<file path="config.mk">
export PLATFORM = sky130hd
export DESIGN_NAME = io_responder
export DESIGN_NICKNAME = d
export VERILOG_FILES = /design/src/rtl/io_responder_pkg.sv /design/src/rtl/io_responder_byte_fifo.sv /design/src/rtl/io_responder.sv
export SDC_FILE = /design/constraint.sdc
export NUM_CORES = 1
export LEC_CHECK = 0
export ABC_CLOCK_PERIOD_IN_PS = 3540
export BUFFER_PORTS_ARGS = -buffer_cell sky130_fd_sc_hd__buf_2
export CORE_MARGIN = 2
export CORE_UTILIZATION = 53
export CTS_CLUSTER_SIZE = 40
export DETAILED_ROUTE_END_ITERATION = 6
export PLACE_DENSITY = 0.73
export SLEW_MARGIN = 20
export SYNTH_ARGS = -nofsm -noshare
export SYNTH_HDL_FRONTEND = slang
export SYNTH_SLANG_ARGS = --single-unit
</file>
<file path="constraint.sdc">
create_clock -name clk -period 3.54 [get_ports clk]
set_input_delay 0.354 -clock clk [delete_from_list [all_inputs] [get_ports clk]]
set_output_delay 0.354 -clock clk [all_outputs]
set_load 0.01 [all_outputs]
</file>
<file path="src/rtl/io_responder_pkg.sv">
// Shared constants, state encoding and byte helpers for the io_responder block.
package io_responder_pkg;

    localparam int LEN_WORD = 32;
    localparam int LEN_BYTE = 8;

    typedef enum logic [1:0] {
        IO_IDLE  = 2'd0,
        IO_WRITE = 2'd1,
        IO_READ  = 2'd2,
        IO_DONE  = 2'd3
    } io_state_e;

    // Request size is (byte count - 1); size 2 (three bytes) is a legal request.
    localparam logic [1:0] SIZE_B = 2'd0;
    localparam logic [1:0] SIZE_H = 2'd1;
    localparam logic [1:0] SIZE_W = 2'd3;

    function automatic logic [LEN_BYTE-1:0] byte_of(input logic [LEN_WORD-1:0] word,
                                                    input logic [1:0] idx);
        return word[int'(idx)*LEN_BYTE +: LEN_BYTE];
    endfunction

endpackage

</file>
<file path="src/rtl/io_responder_byte_fifo.sv">
// Synchronous byte FIFO with occupancy count; a pop on an empty FIFO is ignored.
module io_byte_fifo #(
    parameter int DEPTH = 16,
    parameter int WIDTH = 8
) (
    input  logic                     clk,
    input  logic                     rst,
    input  logic                     push_i,
    input  logic [WIDTH-1:0]         data_i,
    input  logic                     pop_i,
    output logic [WIDTH-1:0]         data_o,
    output logic                     full_o,
    output logic                     empty_o,
    output logic [$clog2(DEPTH):0]   count_o
);

    localparam int AW = $clog2(DEPTH);

    logic [WIDTH-1:0] mem_q [DEPTH];
    logic [AW-1:0]    wr_ptr_q;
    logic [AW-1:0]    rd_ptr_q;
    logic [AW:0]      count_q;
    logic             do_push;
    logic             do_pop;

    assign empty_o = (count_q == '0);
    assign full_o  = (count_q == (AW+1)'(DEPTH));
    assign count_o = count_q;
    assign data_o  = mem_q[rd_ptr_q];

    // A push into a full FIFO still lands when the same cycle frees a slot.
    assign do_pop  = pop_i && !empty_o;
    assign do_push = push_i && (!full_o || do_pop);

    always_ff @(posedge clk) begin
        if (do_push) begin
            mem_q[wr_ptr_q] <= data_i;
        end
    end

    always_ff @(posedge clk or posedge rst) begin
        if (rst) begin
            wr_ptr_q <= '0;
            rd_ptr_q <= '0;
            count_q  <= '0;
        end else begin
            if (do_push) begin
                wr_ptr_q <= wr_ptr_q + 1'b1;
            end
            if (do_pop) begin
                rd_ptr_q <= rd_ptr_q + 1'b1;
            end
            case ({do_push, do_pop})
                2'b10:   count_q <= count_q + 1'b1;
                2'b01:   count_q <= count_q - 1'b1;
                default: count_q <= count_q;
            endcase
        end
    end

endmodule

</file>
<file path="src/rtl/io_responder.sv">
// Device end of the core IO port: serialises writes onto the TX byte stream and
// assembles reads from the buffered RX bytes, pulsing io_received on completion.
module io_responder
    import io_responder_pkg::*;
#(
    parameter int FIFO_DEPTH = 16
) (
    input  logic                         clk,
    input  logic                         rst,
    input  logic [1:0]                   size,
    input  logic [LEN_WORD-1:0]          io_i_data,
    output logic [LEN_WORD-1:0]          io_o_data,
    input  logic                         io_write_flag,
    input  logic                         io_read_flag,
    output logic                         io_received,
    output logic [LEN_BYTE-1:0]          tx_data,
    output logic                         tx_valid,
    input  logic                         tx_ready,
    input  logic [LEN_BYTE-1:0]          rx_data,
    input  logic                         rx_valid,
    output logic                         rx_overflow,
    output logic [$clog2(FIFO_DEPTH):0]  rx_count,
    output logic [1:0]                   dbg_state_o
);

    localparam int CW = $clog2(FIFO_DEPTH) + 1;

    io_state_e            state_q;
    logic [1:0]           size_q;
    logic [1:0]           k_q;
    logic [LEN_WORD-1:0]  wdata_q;
    logic [LEN_WORD-1:0]  asm_q;
    logic [LEN_WORD-1:0]  rdata_q;
    logic [LEN_BYTE-1:0]  tx_data_q;
    logic                 tx_valid_q;
    logic                 received_q;
    logic                 overflow_q;

    logic [LEN_WORD-1:0]  asm_d;
    logic                 last_byte;
    logic                 fifo_pop;
    logic                 fifo_full;
    logic                 fifo_empty;
    logic [LEN_BYTE-1:0]  fifo_dout;
    logic [CW-1:0]        fifo_count;

    io_byte_fifo #(
        .DEPTH (FIFO_DEPTH),
        .WIDTH (LEN_BYTE)
    ) u_rx_fifo (
        .clk     (clk),
        .rst     (rst),
        .push_i  (rx_valid),
        .data_i  (rx_data),
        .pop_i   (fifo_pop),
        .data_o  (fifo_dout),
        .full_o  (fifo_full),
        .empty_o (fifo_empty),
        .count_o (fifo_count)
    );

    assign fifo_pop  = (state_q == IO_READ) && !fifo_empty;
    assign last_byte = (k_q == size_q);

    always_comb begin
        asm_d = asm_q;
        asm_d[int'(k_q)*LEN_BYTE +: LEN_BYTE] = fifo_dout;
    end

    // TX handshake: a byte transfers on a rising edge where tx_valid && tx_ready;
    // while tx_valid is high and tx_ready low, tx_data is held unchanged.
    always_ff @(posedge clk or posedge rst) begin
        if (rst) begin
            state_q    <= IO_IDLE;
            size_q     <= '0;
            k_q        <= '0;
            wdata_q    <= '0;
            asm_q      <= '0;
            rdata_q    <= '0;
            tx_data_q  <= '0;
            tx_valid_q <= 1'b0;
            received_q <= 1'b0;
            overflow_q <= 1'b0;
        end else begin
            case (state_q)
                IO_IDLE: begin
                    if (io_write_flag) begin
                        wdata_q    <= io_i_data;
                        size_q     <= size;
                        k_q        <= '0;
                        tx_data_q  <= byte_of(io_i_data, 2'd0);
                        tx_valid_q <= 1'b1;
                        state_q    <= IO_WRITE;
                    end else if (io_read_flag) begin
                        size_q  <= size;
                        asm_q   <= '0;
                        k_q     <= '0;
                        state_q <= IO_READ;
                    end
                end
                IO_WRITE: begin
                    if (tx_ready) begin
                        if (last_byte) begin
                            tx_valid_q <= 1'b0;
                            tx_data_q  <= '0;
                            rdata_q    <= '0;
                            received_q <= 1'b1;
                            state_q    <= IO_DONE;
                        end else begin
                            k_q       <= k_q + 2'd1;
                            tx_data_q <= byte_of(wdata_q, k_q + 2'd1);
                        end
                    end
                end
                IO_READ: begin
                    if (!fifo_empty) begin
                        asm_q <= asm_d;
                        if (last_byte) begin
                            rdata_q    <= asm_d;
                            received_q <= 1'b1;
                            state_q    <= IO_DONE;
                        end else begin
                            k_q <= k_q + 2'd1;
                        end
                    end
                end
                IO_DONE: begin
                    received_q <= 1'b0;
                    state_q    <= IO_IDLE;
                end
                default: begin
                    state_q <= IO_IDLE;
                end
            endcase

            // Sticky: a byte arrived with no room and no pop freeing a slot.
            if (rx_valid && fifo_full && !fifo_pop) begin
                overflow_q <= 1'b1;
            end
        end
    end

    assign io_o_data   = rdata_q;
    assign io_received = received_q;
    assign tx_data     = tx_data_q;
    assign tx_valid    = tx_valid_q;
    assign rx_overflow = overflow_q;
    assign rx_count    = fifo_count;
    assign dbg_state_o = state_q;

endmodule

</file>
==> metrics, run 1 <==
post-synthesis cell count=694; Max-Cap Viols=0; Area after DPL=0.0115 mm²; Max IR drop VDD=0.487 mV; H-tree depth=1; gpl congestion=0.924; Yosys cell types=between 40 and 50; WL per Instance=21.1 µm; Power Density=around 850 mW/mm²; Syn Std Cell Area=0.0107 mm²; crit path max fanout=9; first-pass GRT wire length=37,000 µm; via count=between 6k and 7k; Post-Syn Nets=760; CP startpoint kind=flip-flop; relative slew slack=0.338; status=finished clean; Post-synth ARST share=0.496; total global routing track utilization=0.219; crit path capture type=flip-flop; arrival time at the worst endpoint=3.50 ns; root buf cell=clkbuf_16; Storage cell area=0.00700 mm²; Die Span Y=146 µm; top_reg_cell synth=edfxtp_1; Synth Warn #=0; Fillers=1,528; DPL Wire Length=about 16,000 µm; minimum clock period=3.10 ns; Setup CP Type=flip-flop to flip-flop; port buffer count=97; fin nets=867; multi-input logic area=between 0.003 and 0.004 mm²; share of layout cells above drive strength 1=0.295; DP Worst Slack=0.459 ns; leakage=0.00501 µW; mean area per synthesized cell=around 15 µm²; initial antenna violation count=0; final setup fails=0; final worst slack=~0.44 ns; I/O pin total=98; TritonCTS clock tree=yes; sequential area share after synthesis=0.652; Worst-Margin Slew=0.987 ns; clock input transition at the sequential cells of the worst setup and hold paths=0.06 ns; # DRC=0; Fin Setup TNS=0 ns; # rows=52; fin crit share=0.876; CP required=3.94 ns; Fmax=322 MHz; Hold Crit Class=input pin to flip-flop; ANT cells=0; Final Hold Viols=0; overall power=10,500 µW; post-route ant nets=0; Avg Vias per Cell=approximately 5.9; Post-Route Skew=0.0103 ns; die area=roughly 0.021 mm²; Pre-antenna DRT Iters=5; Post-CTS Resized=0; Area growth syn-to-layout=15.2%; GR Overflow Total=0; Yosys reg bits=~250; Initial Utilization=0.535; RSZ-0062 raised after global routing=no; Post-synth EDFFs=128; WL final=~23,000 µm; core area=0.0200 mm²; Clock Sinks=254; largest net degree at the start of global routing=65; clock tree buffer depth=3; die width=146 µm; Final Cell Area=0.0124 mm²; starting DRC count in detailed routing=around 530; vias in the first global route=around 6.7k; total CTS buffers=26; Max Slew Vio Count=0; Worst-Skew Late Latency=approximately 0.53 ns
## path summary, 6_finish.rpt
check	from	to	slack, ns	depth (start not counted)
worst max-delay path	dbg_state_o[0]$_DFFE_PP0P_	u_rx_fifo.count_o[2]$_DFFE_PP0P_	0.44	13
worst min-delay path	io_i_data[19]	wdata_q[19]$_DFFE_PP0P_	0.06	2
worst max register to register	dbg_state_o[0]$_DFFE_PP0P_	u_rx_fifo.count_o[2]$_DFFE_PP0P_	0.44	13
worst min register to register	asm_q[23]$_DFFE_PP0P_	asm_q[23]$_DFFE_PP0P_	0.50	1
max in group asynchronous	rst	wdata_q[4]$_DFFE_PP0P_	2.22	4
min in group asynchronous	rst	wdata_q[9]$_DFFE_PP0P_	0.48	3
## synthesized netlist by cell type (3+ instances only)
cell      instances  share of area
buf_2             6         0.0028
xor2_1            3         0.0025
inv_1            12         0.0042
and3_1            5         0.0029
a22oi_2           4         0.0047
and2_1           12         0.0070
nand4_1          11         0.0064
nor3b_1           8         0.0056
a21oi_1          28          0.013
o211ai_1          3         0.0021
mux4_2           40          0.084
o21ai_0           6         0.0028
nor2_1           48          0.017
o21ai_1           4         0.0019
nand3_1           6         0.0028
a221o_1          32          0.030
clkbuf_1         14         0.0049
nand2_1          38          0.013
xnor2_1          11         0.0090
and4_1            6         0.0049
ha_1             18          0.021
buf_6             5         0.0052
buf_1             4         0.0014
nor2b_1          15         0.0087
edfxtp_1        128           0.36
inv_2             3         0.0010
a22o_1           32          0.026
dfrtp_1         126           0.29
or4_1             4         0.0028
o22a_1            3         0.0025
mux2_2           35          0.037
## logic make-up (layout without fill, tap and decap cells)
family	after synthesis	in the layout	synth area share
AOI/OAI and AO/OA	122	122	0.0911
xor gates and xnor gates	14	14	0.0114
adders and majority gates	18	18	0.0210
buffers and inverters	48	175	0.0247
DFF	254	254	0.652
muxes	75	75	0.121
and+or+nand+nor	163	163	0.0786
## critical path: stages, from the launching register on
cell and delay [ns]:
dfrtp_1 0.45, inv_1 0.12, ha_1 0.32, inv_1 0.19, nand3_1 0.12, and2_1 0.30, inv_1 0.15, ha_1 0.32
xor2_1 0.19, ha_1 0.23, a21oi_1 0.16, xor2_1 0.21, nor2_1 0.08, xor2_1 0.14
## power by group
group / leakage [µW] / switching (µW) / internal [µW] / total (µW)
logic: 0.00181 / 2050 / 1540 / 3590
clock network: 0.000433 / 1100 / 1640 / 2740
registers: 0.00278 / 459 / 3710 / 4170
total: 0.00501 / 3610 / 6890 / 10500
## state kept, by name, summed over array words and instances, names as in the netlist
signal / flops
io_received: 1
io_o_data: 32
dbg_state_o: 2
u_rx_fifo.wr_ptr_q: 4
rx_overflow: 1
tx_valid: 1
u_rx_fifo.rd_ptr_q: 4
k_q: 2
asm_q: 32
u_rx_fifo.mem_q: 128
tx_data: 8
wdata_q: 32
u_rx_fifo.count_o: 5
size_q: 2
## cell type report
class,count,area share
Timing Repair Buffer,112,0.0506
Tap cell,270,0.0273
Multi-Input combinational cell,392,0.280
Inverter,15,0.00486
Sequential cell,254,0.566
Clock buffer,35,0.0612
Clock inverter,13,0.00952
## timing repair
action	4_1_cts	5_1_grt
buffers inserted	0	0
hold endpoints to repair	30	0
hold buffers	1	0
## cell usage in the layout, fill, tap and decap left out, types with 3 or more instances in the layout
cell type,instances
mux2_2,35
and4_1,6
clkinv_2,6
nor2b_1,15
dfrtp_1,125
inv_1,11
nor2_1,48
a221o_1,32
nor3b_1,8
o211ai_1,3
buf_2,97
edfxtp_1,128
and3_1,5
ha_1,18
buf_4,12
xnor2_1,11
a22oi_2,4
o21ai_1,4
xor2_1,3
clkbuf_8,5
nand2_1,38
clkbuf_16,27
o21ai_0,6
clkbuf_1,3
and2_1,12
o22a_1,3
nand3_1,6
or4_1,4
a21oi_1,28
clkinv_1,3
mux4_2,40
a22o_1,32
inv_2,3
nand4_1,11
## routing by layer
| metal | track usage | routed length, µm | vias up |
|---|---|---|---|
| met2 | 0.370 | 11400 | 225 |
| met4 | 0.0733 | 712 | 0 |
| met1 | 0.293 | 9640 | 3274 |
| li1 | - | - | 2891 |
| met5 | 0 | 0 | - |
| met3 | 0.0366 | 1320 | 54 |
## per-stage QoR
step                      instances   util  hold WS [ns]
after floorplan                 694      -         0.453
after global routing           1091  0.617        0.0543
after detailed placement       1042  0.573         0.478
after CTS                      1091  0.617        0.0407
after global placement         1042  0.573         0.476
final                          1091  0.617        0.0571
Power figures use the tool's default switching activity.
==> inputs of run 2 (changes only) <==
ABC_CLOCK_PERIOD_IN_PS = 2900   (was 3540)
CORE_UTILIZATION = 59   (was 53)
PLACE_DENSITY = 0.77   (was 0.73)
clock period = 2.9 ns   (was 3.54 ns; I/O delays follow)
==> run 2 against run 1 <==
  * Core utilization grew 7.6 points
  * Count of clock-buffer cells in the layout shrank 3
  * Via count grew 2.4%
  * Largest power group unchanged
  * Largest cell class unchanged
  * First-iteration DRC count shrank 6.9%
  * Setup slack lost 0.15 ns
  * Routed wire length grew 3.6%
  * Critical endpoint unchanged
  * Critical path depth shrank 3
  * Clock power grew 19%
  * Sequential share of layout area shrank 0.15 points
  * Design area grew 0.27%
  * Clock skew grew 0.00071 ns
==> metrics, run 2 (synthesized netlist as in run 1, its figures left out) <==
status=finished clean; via count=6,599 (+2.4%); Avg Vias per Cell=6.22 (+5.3%); ANT cells=0 (unchanged); die area=0.0193 mm² (-9.9%); most frequent cells in the layout=edfxtp_1, dfrtp_1, buf_2, nor2_1, mux4_2; first-pass GRT wire length=37,600 µm (+1.6%); Max Slew Vio Count=0 (unchanged); share of layout cells above drive strength 1=0.294 (about the same); Area growth syn-to-layout=15.5%; Hold Crit Class=input pin to flip-flop; root buf cell=clkbuf_16; gpl congestion=0.813 (-12%); leakage=0.00504 µW (+0.54%); CP startpoint kind=flip-flop; Fmax=383 MHz (+19%); I/O pin total=98 (unchanged); largest net degree at the start of global routing=63 (-3.1%); vias in the first global route=6,778 (+0.49%); Power Density=1040 mW/mm² (+22%); CP required=3.30 ns (-0.64 ns); fin nets=879 (+1.4%); clock tree buffer depth=3 (unchanged); Fin Setup TNS=0 ns (unchanged); Initial Utilization=0.599 (+0.0639); minimum clock period=2.61 ns (-0.489 ns); crit path max fanout=9 (unchanged); WL final=23,900 µm (+3.6%); Max-Cap Viols=0 (unchanged); die width=139 µm (-5.1%); arrival time at the worst endpoint=3.01 ns (-0.49 ns); Setup CP Type=flip-flop to flip-flop; Worst-Skew Late Latency=0.52 ns (about the same); RSZ-0062 raised after global routing=no; Largest register FFs=128 (unchanged); Clock Sinks=254 (unchanged); Worst-Margin Slew=0.702 ns (-0.285 ns); total global routing track utilization=0.248 (+0.0288); post-route ant nets=0 (unchanged); initial antenna violation count=0 (unchanged); Non-Filler Instances=1,061 (-2.7%); TritonCTS clock tree=yes; clock input transition at the sequential cells of the worst setup and hold paths=0.06 ns (about the same); crit path capture type=flip-flop; port buffer count=97 (unchanged); starting DRC count in detailed routing=489 (-6.9%); Largest Register=u_rx_fifo.mem_q; commonest non-fill, non-tap cell in the layout=edfxtp_1; final setup fails=0 (unchanged); DPL Wire Length=16,000 µm (+0.37%); fin crit share=0.901 (+0.0246); # DRC=0 (unchanged); H-tree depth=1 (unchanged); Pre-antenna DRT Iters=5 (unchanged); # rows=49 (-5.8%); Max IR drop VDD=0.677 mV (+39%); relative slew slack=0.531 (+0.192); WL per Instance=22.5 µm (+6.6%); Cells after DPL=1,007 (-3.4%); Final Hold Viols=0 (unchanged); core area=0.0179 mm² (-11%); Die Span Y=139 µm (-5.1%); GR Overflow Total=0 (unchanged); total CTS buffers=25 (-3.8%); Post-Route Skew=0.0110 ns (+0.000707 ns)
==> run 2: what timing repair did <==
item,CTS,global route
gates resized for setup,0,2
setup buffers,0,1
hold buffers,7,0
setup endpoints to repair,0,2
hold endpoints to repair,21,0
==> run 2: critical path: stages (launching register included) <==
cell,delay (ns)
dfrtp_1,0.47
or4_4,0.57
o21ai_4,0.18
inv_1,0.14
ha_4,0.22
xor2_1,0.15
ha_1,0.21
a21oi_1,0.16
xor2_1,0.17
nor2_1,0.07
xor2_1,0.15
==> run 2: stage by stage <==
step / power, µW / setup WS [ns] / hold slack (ns) / util / area (µm²)
floorplan: 8230 / 0.0560 / 0.389 / - / 10700
global placement: 9340 / 0.204 / 0.284 / 0.641 / 11500
detailed placement: 9590 / 0.0532 / 0.297 / 0.641 / 11500
CTS: 12900 / 0.0182 / 0.00323 / 0.691 / 12400
global route: 13500 / 0.0389 / 0.00703 / 0.692 / 12400
finish: 12900 / 0.288 / 0.0138 / 0.692 / 12400
==> run 2: path summary, 6_finish.rpt <==
check / start / to / slack, ns / depth (start not counted)
min in group asynchronous: rst / io_o_data[23]$_DFFE_PP0P_ / 0.32 / 3
hold reg to reg: tx_valid$_DFFE_PP0P_ / tx_valid$_DFFE_PP0P_ / 0.48 / 2
hold / removal: io_i_data[28] / wdata_q[28]$_DFFE_PP0P_ / 0.01 / 2
setup / recovery: u_rx_fifo.count_o[0]$_DFFE_PP0P_ / u_rx_fifo.count_o[2]$_DFFE_PP0P_ / 0.29 / 10
setup reg to reg: u_rx_fifo.count_o[0]$_DFFE_PP0P_ / u_rx_fifo.count_o[2]$_DFFE_PP0P_ / 0.29 / 10
max in group asynchronous: rst / io_o_data[3]$_DFFE_PP0P_ / 1.67 / 4
==> run 2: layer usage <==
layer / share of wire / GRT usage
met5: 0 / 0
met4: 0.023 / 0.0696
met3: 0.057 / 0.0394
met2: 0.51 / 0.421
met1: 0.41 / 0.338
==> run 2: layout make-up <==
class,instances,area (µm²)
Sequential cell,254,7000
Fill cell,1188,5510
Multi-Input combinational cell,392,3480
Timing Repair Buffer,125,738
Clock buffer,32,682
Tap cell,229,287
Clock inverter,14,151
Inverter,15,60.1
==> run 2: power breakdown <==
part           internal (µW)  switching (µW)  total [µW]
clock network           1930            1330        3260
registers               4530             448        4980
logic                   1950            2660        4620
total                   8410            4440       12900
==> inputs of run 3 (changes only) <==
ABC_CLOCK_PERIOD_IN_PS = 2700   (was 2900)
CORE_MARGIN = 1   (was 2)
clock period = 2.7 ns   (was 2.9 ns; I/O delays follow)
==> run 3 against run 2 <==
  * Final cell count rose by 2.4%
  * Critical endpoint unchanged
  * Sequential cell count stayed put
  * Largest power group unchanged
  * Combinational power grew 9.1%
  * Largest cell class unchanged
==> metrics, run 3 (synthesized netlist as in run 1, its figures left out) <==
status=finished clean; I/O pin total=98 (unchanged); Clock Sinks=254 (unchanged); # DRC=0 (unchanged); relative slew slack=0.492 (-0.0388); Psw=4800 µW (+8.1%); Reg power frac=0.388 (about the same); Worst-Skew Late Latency=0.52 ns (about the same); root buf cell=clkbuf_16; Non-Filler Instances=1,086 (+2.4%); initial antenna violation count=0 (unchanged); post-route ant nets=0 (unchanged); ANT cells=0 (unchanged); Pre-antenna DRT Iters=5 (unchanged); Max-Cap Viols=0 (unchanged); Cells after DPL=1,006 (-0.099%); core area=0.0175 mm² (-2.0%); CP bufs+invs=1 (unchanged); Area growth syn-to-layout=18.3%; DPL Wire Length=15,400 µm (-3.9%); Max IR drop VDD=0.797 mV (+18%); arrival time at the worst endpoint=3.00 ns (about the same); crit path max fanout=9 (unchanged); port buffer count=97 (unchanged); Hold Crit Class=input pin to flip-flop; WL final=23,700 µm (-0.92%); Largest Register=u_rx_fifo.mem_q; H-tree depth=1 (unchanged); CP delay by family, top=simple AND/OR/NAND/NOR gates; first-pass GRT wire length=36,900 µm (-1.9%); gpl congestion=0.869 (+6.8%); Worst path most repeated cell=xor2_1; GR Overflow Total=0 (unchanged); WL per Instance=21.8 µm (-3.2%); Critical Path Max Stage Delay=0.58 ns (about the same); switch share=0.347 (+0.00158); multi-input logic area=0.00349 mm² (+0.32%); # rows=48 (-2.0%); total global routing track utilization=0.262 (+0.0146); CP cell instances=or4_4 -> o21ai_4 -> inv_2 -> ha_4 -> xor2_1 -> ha_1 -> a21oi_1 -> xor2_1 -> nor2_1 -> xor2_1; via count=6,711 (+1.7%); commonest non-fill, non-tap cell in the layout=edfxtp_1; Storage cell area=0.00700 mm² (about the same); Fillers=1,082 (-8.9%); starting DRC count in detailed routing=552 (+13%); minimum clock period=2.60 ns (-0.0106 ns); Power Density=1090 mW/mm² (+5.1%); Largest register FFs=128 (unchanged); crit path capture type=flip-flop; clock input transition at the sequential cells of the worst setup and hold paths=0.06 ns (about the same); TritonCTS clock tree=yes; die area=0.0187 mm² (-2.9%); Fmax=384 MHz (+0.41%); leakage=0.00516 µW (+2.4%); die width=137 µm (-1.4%); share of layout cells above drive strength 1=0.292 (-0.00295); Worst-Margin Slew=0.760 ns (+0.0580 ns); Final Util=0.723 (+0.0312); Avg Vias per Cell=6.18 (-0.64%); vias in the first global route=6,906 (+1.9%); CP max stage cell=or4_4; Final Hold Viols=0 (unchanged); final setup fails=0 (unchanged); fin crit share=0.964 (+0.0628); Pint=9040 µW (+7.4%); Clock Power Share=0.248 (-0.005); fin nets=908 (+3.3%); clock tree buffer depth=3 (unchanged); largest net degree at the start of global routing=65 (+3.2%); Post-CTS Repair Setup Buffers=0 (unchanged); Post-Route Skew=0.0121 ns (+0.00106 ns); CP startpoint kind=flip-flop; Setup CP Type=flip-flop to flip-flop; Initial Utilization=0.612 (+0.0125); Combinational Power Share=0.364 (+0.005); Die Span Y=137 µm (-1.4%); total CTS buffers=26 (+4.0%); most frequent cells in the layout=edfxtp_1, dfrtp_1, buf_2, nor2_1, mux4_2; Max Slew Vio Count=0 (unchanged); CP required=3.10 ns (-0.20 ns)
## run 3: changes by cell type in the layout (fill, tap and decap cells not counted), moves of 2 or more
cell | before | now
buf_12 | 2 | 4
bufinv_16 | 3 | 1
clkbuf_1 | 4 | 6
clkbuf_16 | 25 | 27
clkinv_2 | 2 | 4
clkinvlp_4 | 3 | 1
dfrtp_1 | 125 | 123
dfrtp_2 | 1 | 3
dlygate4sd3_1 | 7 | 33
## run 3: timing repair
| action | 4_1_cts | 5_1_grt |
|---|---|---|
| gates resized for setup | 1 | 5 |
| hold buffers | 33 | 0 |
| hold endpoints to repair | 57 | 0 |
| setup endpoints to repair | 1 | 2 |
## run 3: final timing paths
path                                                   from                               end  slack [ns]  cells after the start
setup reg to reg           u_rx_fifo.count_o[1]$_DFFE_PP0P_  u_rx_fifo.count_o[2]$_DFFE_PP0P_         0.1                     10
min in group asynchronous                               rst           wdata_q[10]$_DFFE_PP0P_        0.39                      3
setup / recovery           u_rx_fifo.count_o[1]$_DFFE_PP0P_  u_rx_fifo.count_o[2]$_DFFE_PP0P_         0.1                     10
max in group asynchronous                               rst          io_o_data[2]$_DFFE_PP0P_        1.60                      4
hold reg to reg                     rx_overflow$_DFFE_PP0P_           rx_overflow$_DFFE_PP0P_        0.48                      1
hold / removal                                 io_i_data[1]            wdata_q[1]$_DFFE_PP0P_        0.01                      2
## run 3: power groups by stage
stage	Sequential (µW)	Clock (µW)	Combinational, µW
floorplan	5350	0	3490
CTS	5330	3460	5000
detailed placement	5400	0	4920
global placement	5330	0	4720
global route	5440	3600	5460
finish	5370	3430	5040
## run 3: area by class of cell
type | instances | area share
Clock buffer | 36 | 0.0583
Clock inverter | 11 | 0.00621
Inverter | 15 | 0.00473
Multi-Input combinational cell | 392 | 0.275
Sequential cell | 254 | 0.552
Tap cell | 225 | 0.0222
Timing Repair Buffer | 153 | 0.0819
## run 3: stage by stage
stage	hold slack [ns]	power (µW)	TNS [ns]	cell area (µm²)	setup WS, ns
final	0.0116	13800	0	12700	0.0984
after global routing	0.0297	14500	-0.0385	12700	-0.0385
after CTS	0.000992	13800	0	12700	0.0771
after detailed placement	0.393	10300	-0.0114	11500	-0.0114
after global placement	0.372	10000	0	11500	0.172
after floorplan	0.369	8850	0	10700	0.00692
## run 3: layer usage
metal  vias up  track usage  share of wire
met5         -            0              0
met4         0       0.0769          0.020
met3        40       0.0404          0.052
met2       243        0.450           0.51
met1      3451        0.349           0.42
li1       2977            -              -
